**config.mk**
```make
export PLATFORM = sky130hd
export DESIGN_NAME = jtdsp16_pio_host_flat
export DESIGN_NICKNAME = d
export VERILOG_FILES = /design/src/rtl/jtdsp16_pio_host_if.sv /design/src/rtl/jtdsp16_pio_host.sv /design/src/flat_wrapper.sv
export SDC_FILE = /design/constraint.sdc
export NUM_CORES = 1
export LEC_CHECK = 0
export ABC_AREA = 1
export CAP_MARGIN = 20
export CORE_UTILIZATION = 57
export CTS_CLUSTER_SIZE = 24
export DETAILED_ROUTE_END_ITERATION = 16
export PLACE_DENSITY = 0.77
export SYNTH_ARGS = -nofsm -noshare
export SYNTH_HDL_FRONTEND = slang
export SYNTH_SLANG_ARGS = --single-unit
```
**constraint.sdc**
```tcl
create_clock -name clk -period 2.86 [get_ports clk]
set_input_delay 0.572 -clock clk [delete_from_list [all_inputs] [get_ports clk]]
set_output_delay 0.572 -clock clk [all_outputs]
set_load 0.01 [all_outputs]
```
**src/rtl/jtdsp16_pio_host_if.sv**
```systemverilog
`default_nettype none
// +--------------------------------------------------------------------+
// | jtdsp16_pio_host_if                                                  |
// | DSP16 parallel-port strobes and host register bus bundle.            |
// | Revision: 1.0                                                        |
// +--------------------------------------------------------------------+
interface jtdsp16_pio_host_if;
  logic        cen;
  logic [15:0] dsp_pbus;
  logic        pods_n;
  logic        pids_n;
  logic        psel;
  logic [15:0] pbus_in;
  logic        dsp_irq;
  logic [ 1:0] host_addr;
  logic        host_we;
  logic        host_re;
  logic [15:0] host_din;
  logic [15:0] host_dout;

  modport master (
    output cen, dsp_pbus, pods_n, pids_n, psel,
    output host_addr, host_we, host_re, host_din,
    input  pbus_in, dsp_irq, host_dout
  );

  modport slave (
    input  cen, dsp_pbus, pods_n, pids_n, psel,
    input  host_addr, host_we, host_re, host_din,
    output pbus_in, dsp_irq, host_dout
  );
endinterface
`default_nettype wire

```
**src/rtl/jtdsp16_pio_host.sv**
```systemverilog
`default_nettype none
// +--------------------------------------------------------------------+
// | jtdsp16_pio_host                                                     |
// | Host-side responder for the DSP16 parallel port in active mode.      |
// | Revision: 1.0                                                        |
// +--------------------------------------------------------------------+
module jtdsp16_pio_host #(
  parameter int AW = 2
) (
  input wire logic           clk,
  input wire logic           rst,
  jtdsp16_pio_host_if.slave  bus
);

  localparam int            c_DEPTH = 1 << AW;
  localparam logic [AW:0]   c_FULL  = (AW+1)'(c_DEPTH);

  logic        r_last_pods;
  logic        r_last_pids;
  logic        r_ovf;
  logic        r_unf;
  logic        r_irq_en;
  logic        r_irq;
  logic [15:0] r_host_dout;

  logic        w_wr_end;
  logic        w_rd_end;
  logic        w_host_rd;
  logic        w_ctrl_wr;
  logic [1:0]  w_full;
  logic [1:0]  w_nempty;
  logic [1:0]  w_drop;
  logic [1:0]  w_hvalid;
  logic [15:0] w_head [0:1];
  logic [15:0] w_hold [0:1];
  logic [15:0] w_status;

  // Only the rising edge of a strobe matters, sampled on DSP phase enables
  assign w_wr_end  = bus.cen & bus.pods_n & ~r_last_pods;
  assign w_rd_end  = bus.cen & bus.pids_n & ~r_last_pids;
  // A simultaneous write takes precedence and suppresses the read
  assign w_host_rd = bus.host_re & ~bus.host_we;
  assign w_ctrl_wr = bus.host_we & (bus.host_addr == 2'd2);

  for (genvar gi = 0; gi < 2; gi++) begin : g_chan
    localparam bit c_CH = (gi != 0);

    logic [15:0]   r_mem [0:c_DEPTH-1];
    logic [AW-1:0] r_wptr;
    logic [AW-1:0] r_rptr;
    logic [AW:0]   r_count;
    logic [15:0]   r_hold;
    logic          r_hvalid;
    logic          w_sel;
    logic          w_push_req;
    logic          w_push;
    logic          w_pop;
    logic          w_hwr;

    assign w_sel       = (bus.psel == c_CH);
    assign w_full[gi]  = (r_count == c_FULL);
    assign w_nempty[gi]= (r_count != '0);
    assign w_pop       = w_host_rd & (bus.host_addr == 2'(gi)) & w_nempty[gi];
    assign w_push_req  = w_wr_end & w_sel;
    // A pop in the same clk frees the slot a full FIFO needs
    assign w_push      = w_push_req & (~w_full[gi] | w_pop);
    assign w_drop[gi]  = w_push_req & w_full[gi] & ~w_pop;
    assign w_head[gi]  = r_mem[r_rptr];
    assign w_hwr       = bus.host_we & (bus.host_addr == 2'(gi));
    assign w_hold[gi]  = r_hold;
    assign w_hvalid[gi]= r_hvalid;

    always_ff @(posedge clk) begin
      if (w_push) begin
        r_mem[r_wptr] <= bus.dsp_pbus;
      end
    end

    always_ff @(posedge clk) begin
      if (rst) begin
        r_wptr  <= '0;
        r_rptr  <= '0;
        r_count <= '0;
      end else begin
        if (w_push) begin
          r_wptr <= r_wptr + 1'b1;
        end
        if (w_pop) begin
          r_rptr <= r_rptr + 1'b1;
        end
        case ({w_push, w_pop})
          2'b10:   r_count <= r_count + 1'b1;
          2'b01:   r_count <= r_count - 1'b1;
          default: r_count <= r_count;
        endcase
      end
    end

    always_ff @(posedge clk) begin
      if (rst) begin
        r_hold   <= '0;
        r_hvalid <= 1'b0;
      end else if (w_hwr) begin
        r_hold   <= bus.host_din;
        r_hvalid <= 1'b1;
      end else if (w_rd_end && w_sel) begin
        r_hvalid <= 1'b0;
      end
    end
  end

  assign w_status = {7'd0, r_irq_en, r_unf, r_ovf, w_hvalid[1], w_hvalid[0],
                     w_full, w_nempty};

  always_ff @(posedge clk) begin
    if (rst) begin
      r_last_pods <= 1'b1;
      r_last_pids <= 1'b1;
      r_ovf       <= 1'b0;
      r_unf       <= 1'b0;
      r_irq_en    <= 1'b0;
      r_irq       <= 1'b0;
      r_host_dout <= '0;
    end else begin
      if (bus.cen) begin
        r_last_pods <= bus.pods_n;
        r_last_pids <= bus.pids_n;
      end
      // Set events win over a coincident host clear
      r_ovf <= (r_ovf & ~(w_ctrl_wr & bus.host_din[6])) | (|w_drop);
      r_unf <= (r_unf & ~(w_ctrl_wr & bus.host_din[7]))
             | (w_rd_end & ~w_hvalid[bus.psel]);
      if (w_ctrl_wr) begin
        r_irq_en <= bus.host_din[8];
      end
      r_irq <= r_irq_en & (|w_hvalid);
      if (w_host_rd) begin
        case (bus.host_addr)
          2'd0:    r_host_dout <= w_nempty[0] ? w_head[0] : 16'd0;
          2'd1:    r_host_dout <= w_nempty[1] ? w_head[1] : 16'd0;
          2'd2:    r_host_dout <= w_status;
          default: r_host_dout <= 16'd0;
        endcase
      end
    end
  end

  assign bus.pbus_in   = bus.psel ? w_hold[1] : w_hold[0];
  assign bus.dsp_irq   = r_irq;
  assign bus.host_dout = r_host_dout;

endmodule
`default_nettype wire

```
**src/flat_wrapper.sv**
```systemverilog
// flat-port wrapper written by rule: the top's interface ports become plain ports
module jtdsp16_pio_host_flat 
#(
  parameter int AW = 2
)
  (clk, rst, bus_cen, bus_dsp_pbus, bus_pods_n, bus_pids_n, bus_psel, bus_host_addr, bus_host_we, bus_host_re, bus_host_din, bus_pbus_in, bus_dsp_irq, bus_host_dout);
  jtdsp16_pio_host_if bus_i ();
  input wire logic clk;
  input wire logic rst;
  input wire logic [$bits(bus_i.cen)-1:0] bus_cen;
  input wire logic [$bits(bus_i.dsp_pbus)-1:0] bus_dsp_pbus;
  input wire logic [$bits(bus_i.pods_n)-1:0] bus_pods_n;
  input wire logic [$bits(bus_i.pids_n)-1:0] bus_pids_n;
  input wire logic [$bits(bus_i.psel)-1:0] bus_psel;
  input wire logic [$bits(bus_i.host_addr)-1:0] bus_host_addr;
  input wire logic [$bits(bus_i.host_we)-1:0] bus_host_we;
  input wire logic [$bits(bus_i.host_re)-1:0] bus_host_re;
  input wire logic [$bits(bus_i.host_din)-1:0] bus_host_din;
  output wire logic [$bits(bus_i.pbus_in)-1:0] bus_pbus_in;
  output wire logic [$bits(bus_i.dsp_irq)-1:0] bus_dsp_irq;
  output wire logic [$bits(bus_i.host_dout)-1:0] bus_host_dout;
  assign bus_i.cen = bus_cen;
  assign bus_i.dsp_pbus = bus_dsp_pbus;
  assign bus_i.pods_n = bus_pods_n;
  assign bus_i.pids_n = bus_pids_n;
  assign bus_i.psel = bus_psel;
  assign bus_i.host_addr = bus_host_addr;
  assign bus_i.host_we = bus_host_we;
  assign bus_i.host_re = bus_host_re;
  assign bus_i.host_din = bus_host_din;
  assign bus_pbus_in = bus_i.pbus_in;
  assign bus_dsp_irq = bus_i.dsp_irq;
  assign bus_host_dout = bus_i.host_dout;
  jtdsp16_pio_host #(.AW(AW)) u_core (.clk(clk), .rst(rst), .bus(bus_i));
endmodule
```
==> flow_summary_export.csv <==
group,metric,value,unit
layout,fill_cells,1004,
sta,setup_violations,0,
clock_tree,clk_latency,0.50,ns
synth,synth.yosys.seq_area_share,64.8,%
synth,yosys.area_share.simple,18.5,%
floorplanning,start_util,58.8,%
routing,routed_via_density,5.60,
routing,antenna_left,0,
place,portBuffers,74,
power,max-vdd-ir-drop,611,uV
power,power.leakage,3.73,nW
sta,rsz0062_at_grt,"false",
synth,synth-seq-cells,202,
hold_path,hp-start,"u_core.g_chan[1].r_hold[9]$_SDFFE_PP0P_",
global_route,grt_max_degree,44,
synth,synth-compound-area-share,9.12,%
setup_path,critPathLaunchType,"input pin",
clock_tree,root_buffer,"clkbuf_16",
global_route,grt_pass1_vias,5908,
sta,final-hold-violation-count,0,
clock_tree,ctsResizeCount,0,
synth,synth_area_leaders,"edfxtp_1 47%, dfxtp_1 18%, nand2_1 8.4%, nand3_1 5.5%, o21ai_0 4.4%",
setup_path,path_common_cell,"clkdlybuf4s50_1",
sta,worst-slew-pin-transition,0.706,ns
layout,layoutNonFillerInstCount,1094,
sta,fin_crit_sh,96.1,%
layout,layout_commonest_cell,"nand2_1",
global_route,grt.overflow.total,0,
layout,final_cell_mix,"184 x nand2_1, 128 x edfxtp_1, 91 x nand3_1, 74 x dfxtp_1, 74 x clkdlybuf4s50_1",
setup_path,crit_family,"buffers and inverters",
setup_path,crit_path_top_delay_cell,"clkdlybuf4s50_1",
synth,syn_inst,814,
sta,finClkSkew,0.0136,ns
place,dpl.hpwl,11700,microns
floorplanning,die_h,122,microns
setup_path,cp-startpoint,"bus_psel",
sta,slew_viol_final,0,
layout,antenna_cells,0,
routing,drc,0,
synth,syn_area,8220,sq um
setup_path,cp_num_cells,5,
synth,synth_top_family_by_area,"simple AND/OR/NAND/NOR gates",
sta,relSlewSlack,52.9,%
clock_tree,post_cts_buffers,0,
setup_path,worstPathMaxFanout,32,
synth,synthesis.nets,868,
routing,wire_per_inst,17.1,microns
sta,period_minus_slack,2.75,ns
global_route,grtUsageTotal,25.5,%
floorplanning,core-area,14000,sq um
setup_path,cp.arrival,2.18,ns
synth,synth_top_area_share,46.8,%
setup_path,r2r_cells,12,
setup_path,worstPathCellList,"clkdlybuf4s50_1, inv_1, buf_12, o21ai_0, clkdlybuf4s50_1",
synth,yosys.area.top_type,"edfxtp_1",
layout,drive_above_1_share,9.63,%
clock_tree,h-tree-depth,1,
setup_path,crit_type,"in -> out",
status,outcome,"finished, final reports clean",
synth,syn_avg_cell_area,10.1,sq um
synth,synthAdderAreaFrac,2.01,%
synth,yosys_warnings,0,
layout,layout.nets,954,
clock_tree,clkSinkCount,202,
routing,drtIter0Drc,413,
sta,holdWs,0.450,ns
floorplanning,io_pins,75,
setup_path,worst-path-buf-inv,4,
run,cap_violations,0,
sta,fmax,364,MHz
clock_tree,clockBufferDepth,3,
synth,synth_xor_area_share,0.107,%
floorplanning,die_area,14900,sq um
setup_path,r2r-start,"u_core.g_chan[0].r_count[0]$_SDFFE_PP0P_",
synth,muxShareOfSynthArea,0,%
layout,areaGrowthSynthToFinish,21.7,%
clock_tree,tritoncts,"yes",
place,dp.cells,1057,
clock_tree,clk_pin_slew,0.06,ns
setup_path,cpPeakStageDelay,0.56,ns
setup_path,cp.required,2.29,ns
routing,via_count,6126,
hold_path,hp-class,"reg -> reg",
clock_tree,cts_buffers,21,
power,power.density,627,nW/um^2
floorplanning,die_w,122,microns
routing,drtPass1Iterations,6,
floorplanning,num_rows,43,
global_route,antenna_found_initial,0,
global_route,grt_pass1_wl,29000,microns
clock_tree,cts_hold_buf,0,
hold_path,hold_depth,2,
setup_path,critPathCaptureType,"output port",
place,place_congestion,0.798,
routing,wl,18700,microns
synth,yosysUniqueCellTypes,36,
cell usage after synthesis:
master and number:
nand2_1 184, edfxtp_1 128, nand3_1 91, dfxtp_1 74
o21ai_0 72, nor2_1 60, inv_1 58, a21oi_1 49
buf_2 18, clkbuf_1 12, ha_1 10, inv_2 9
o21ai_1 7, nand2_2 6, o22ai_1 6, buf_4 4
nand2_4 3, buf_6 2, fa_1 2, nor2_4 2
nor3_1 2, a211o_1 1, a211oi_1 1, a21oi_2 1
a21oi_4 1, a31oi_1 1, buf_1 1, clkbuf_2 1
clkinv_2 1, nor2_2 1, nor2_8 1, nor3_2 1
o211ai_1 1, o21ai_4 1, or2_2 1, xor2_1 1
final timing paths:
kind                                                   end  slack, ns
hold reg to reg    u_core.g_chan[1].r_hold[9]$_SDFFE_PP0P_       0.45
hold / removal     u_core.g_chan[1].r_hold[9]$_SDFFE_PP0P_       0.45
setup reg to reg  u_core.g_chan[0].r_count[2]$_SDFFE_PP0P_       0.64
setup / recovery                            bus_pbus_in[6]       0.11
power by group:
| group | internal (mW) | switching (mW) |
|---|---|---|
| Sequential | 3.13 | 0.0172 |
| Clock | 1.78 | 1.06 |
| Combinational | 0.124 | 0.157 |
| Total | 5.04 | 1.24 |
routing by layer:
layer,up-vias,track usage (%),share of wire [%]
li1,2912,-,-
met1,2916,31.9,42
met2,255,43.4,48
met3,43,5.06,7.6
met4,0,9.98,2.7
met5,-,0,0
area by class of cell:
| cell class | count | area, sq um | area share, % |
|---|---|---|---|
| Sequential cell | 202 | 5330 | 53.2 |
| Multi-Input combinational cell | 506 | 2440 | 24.4 |
| Timing Repair Buffer | 101 | 1020 | 10.2 |
| Clock buffer | 28 | 614 | 6.14 |
| Inverter | 68 | 256 | 2.56 |
| Tap cell | 180 | 225 | 2.25 |
| Clock inverter | 9 | 125 | 1.25 |
worst register-to-register path, delay by kind of cell, from the launching register on:
family / cells / cell delay [ns]
and+or+nand+nor: 4 / 0.55
DFF: 1 / 0.33
adders and majority gates: 2 / 0.54
AOI/OAI and AO/OA: 5 / 0.59
buffers and inverters: 1 / 0.07
through the flow:
stage                     total power, mW  setup TNS, ns  setup slack (ns)  cell area, sq um  util [%]
after floorplan                      3.33              0             0.558              8220         -
after global placement               3.48              0            0.0756              9270      66.2
after detailed placement             3.49        -0.0920           -0.0693              9270      66.2
after CTS                            6.31              0             0.118             10000      71.5
after global routing                 6.44              0            0.0447             10000      71.5
final                                6.27              0             0.112             10000      71.5
cell families after synthesis:
| logic type | after synthesis |
|---|---|
| and+or+nand+nor | 352 |
| DFF | 202 |
| AOI/OAI and AO/OA | 141 |
| buffers and inverters | 106 |
| adders and majority gates | 12 |
| xor gates and xnor gates | 1 |
state kept, by name, summed over array words and instances (netlist names), named ones only:
| register | count |
|---|---|
| u_core.g_chan.r_wptr | 4 |
| u_core.r_irq_en | 1 |
| u_core.g_chan.r_count | 6 |
| u_core.g_chan.r_mem | 128 |
| u_core.r_last_pods | 1 |
| u_core.g_chan.r_hvalid | 2 |
| u_core.r_last_pids | 1 |
| u_core.r_ovf | 1 |
| u_core.g_chan.r_rptr | 4 |
| u_core.bus.dsp_irq | 1 |
| u_core.g_chan.r_hold | 32 |
| u_core.r_unf | 1 |
| u_core.bus.host_dout | 16 |
No activity file was read; power rests on OpenSTA's default activity.
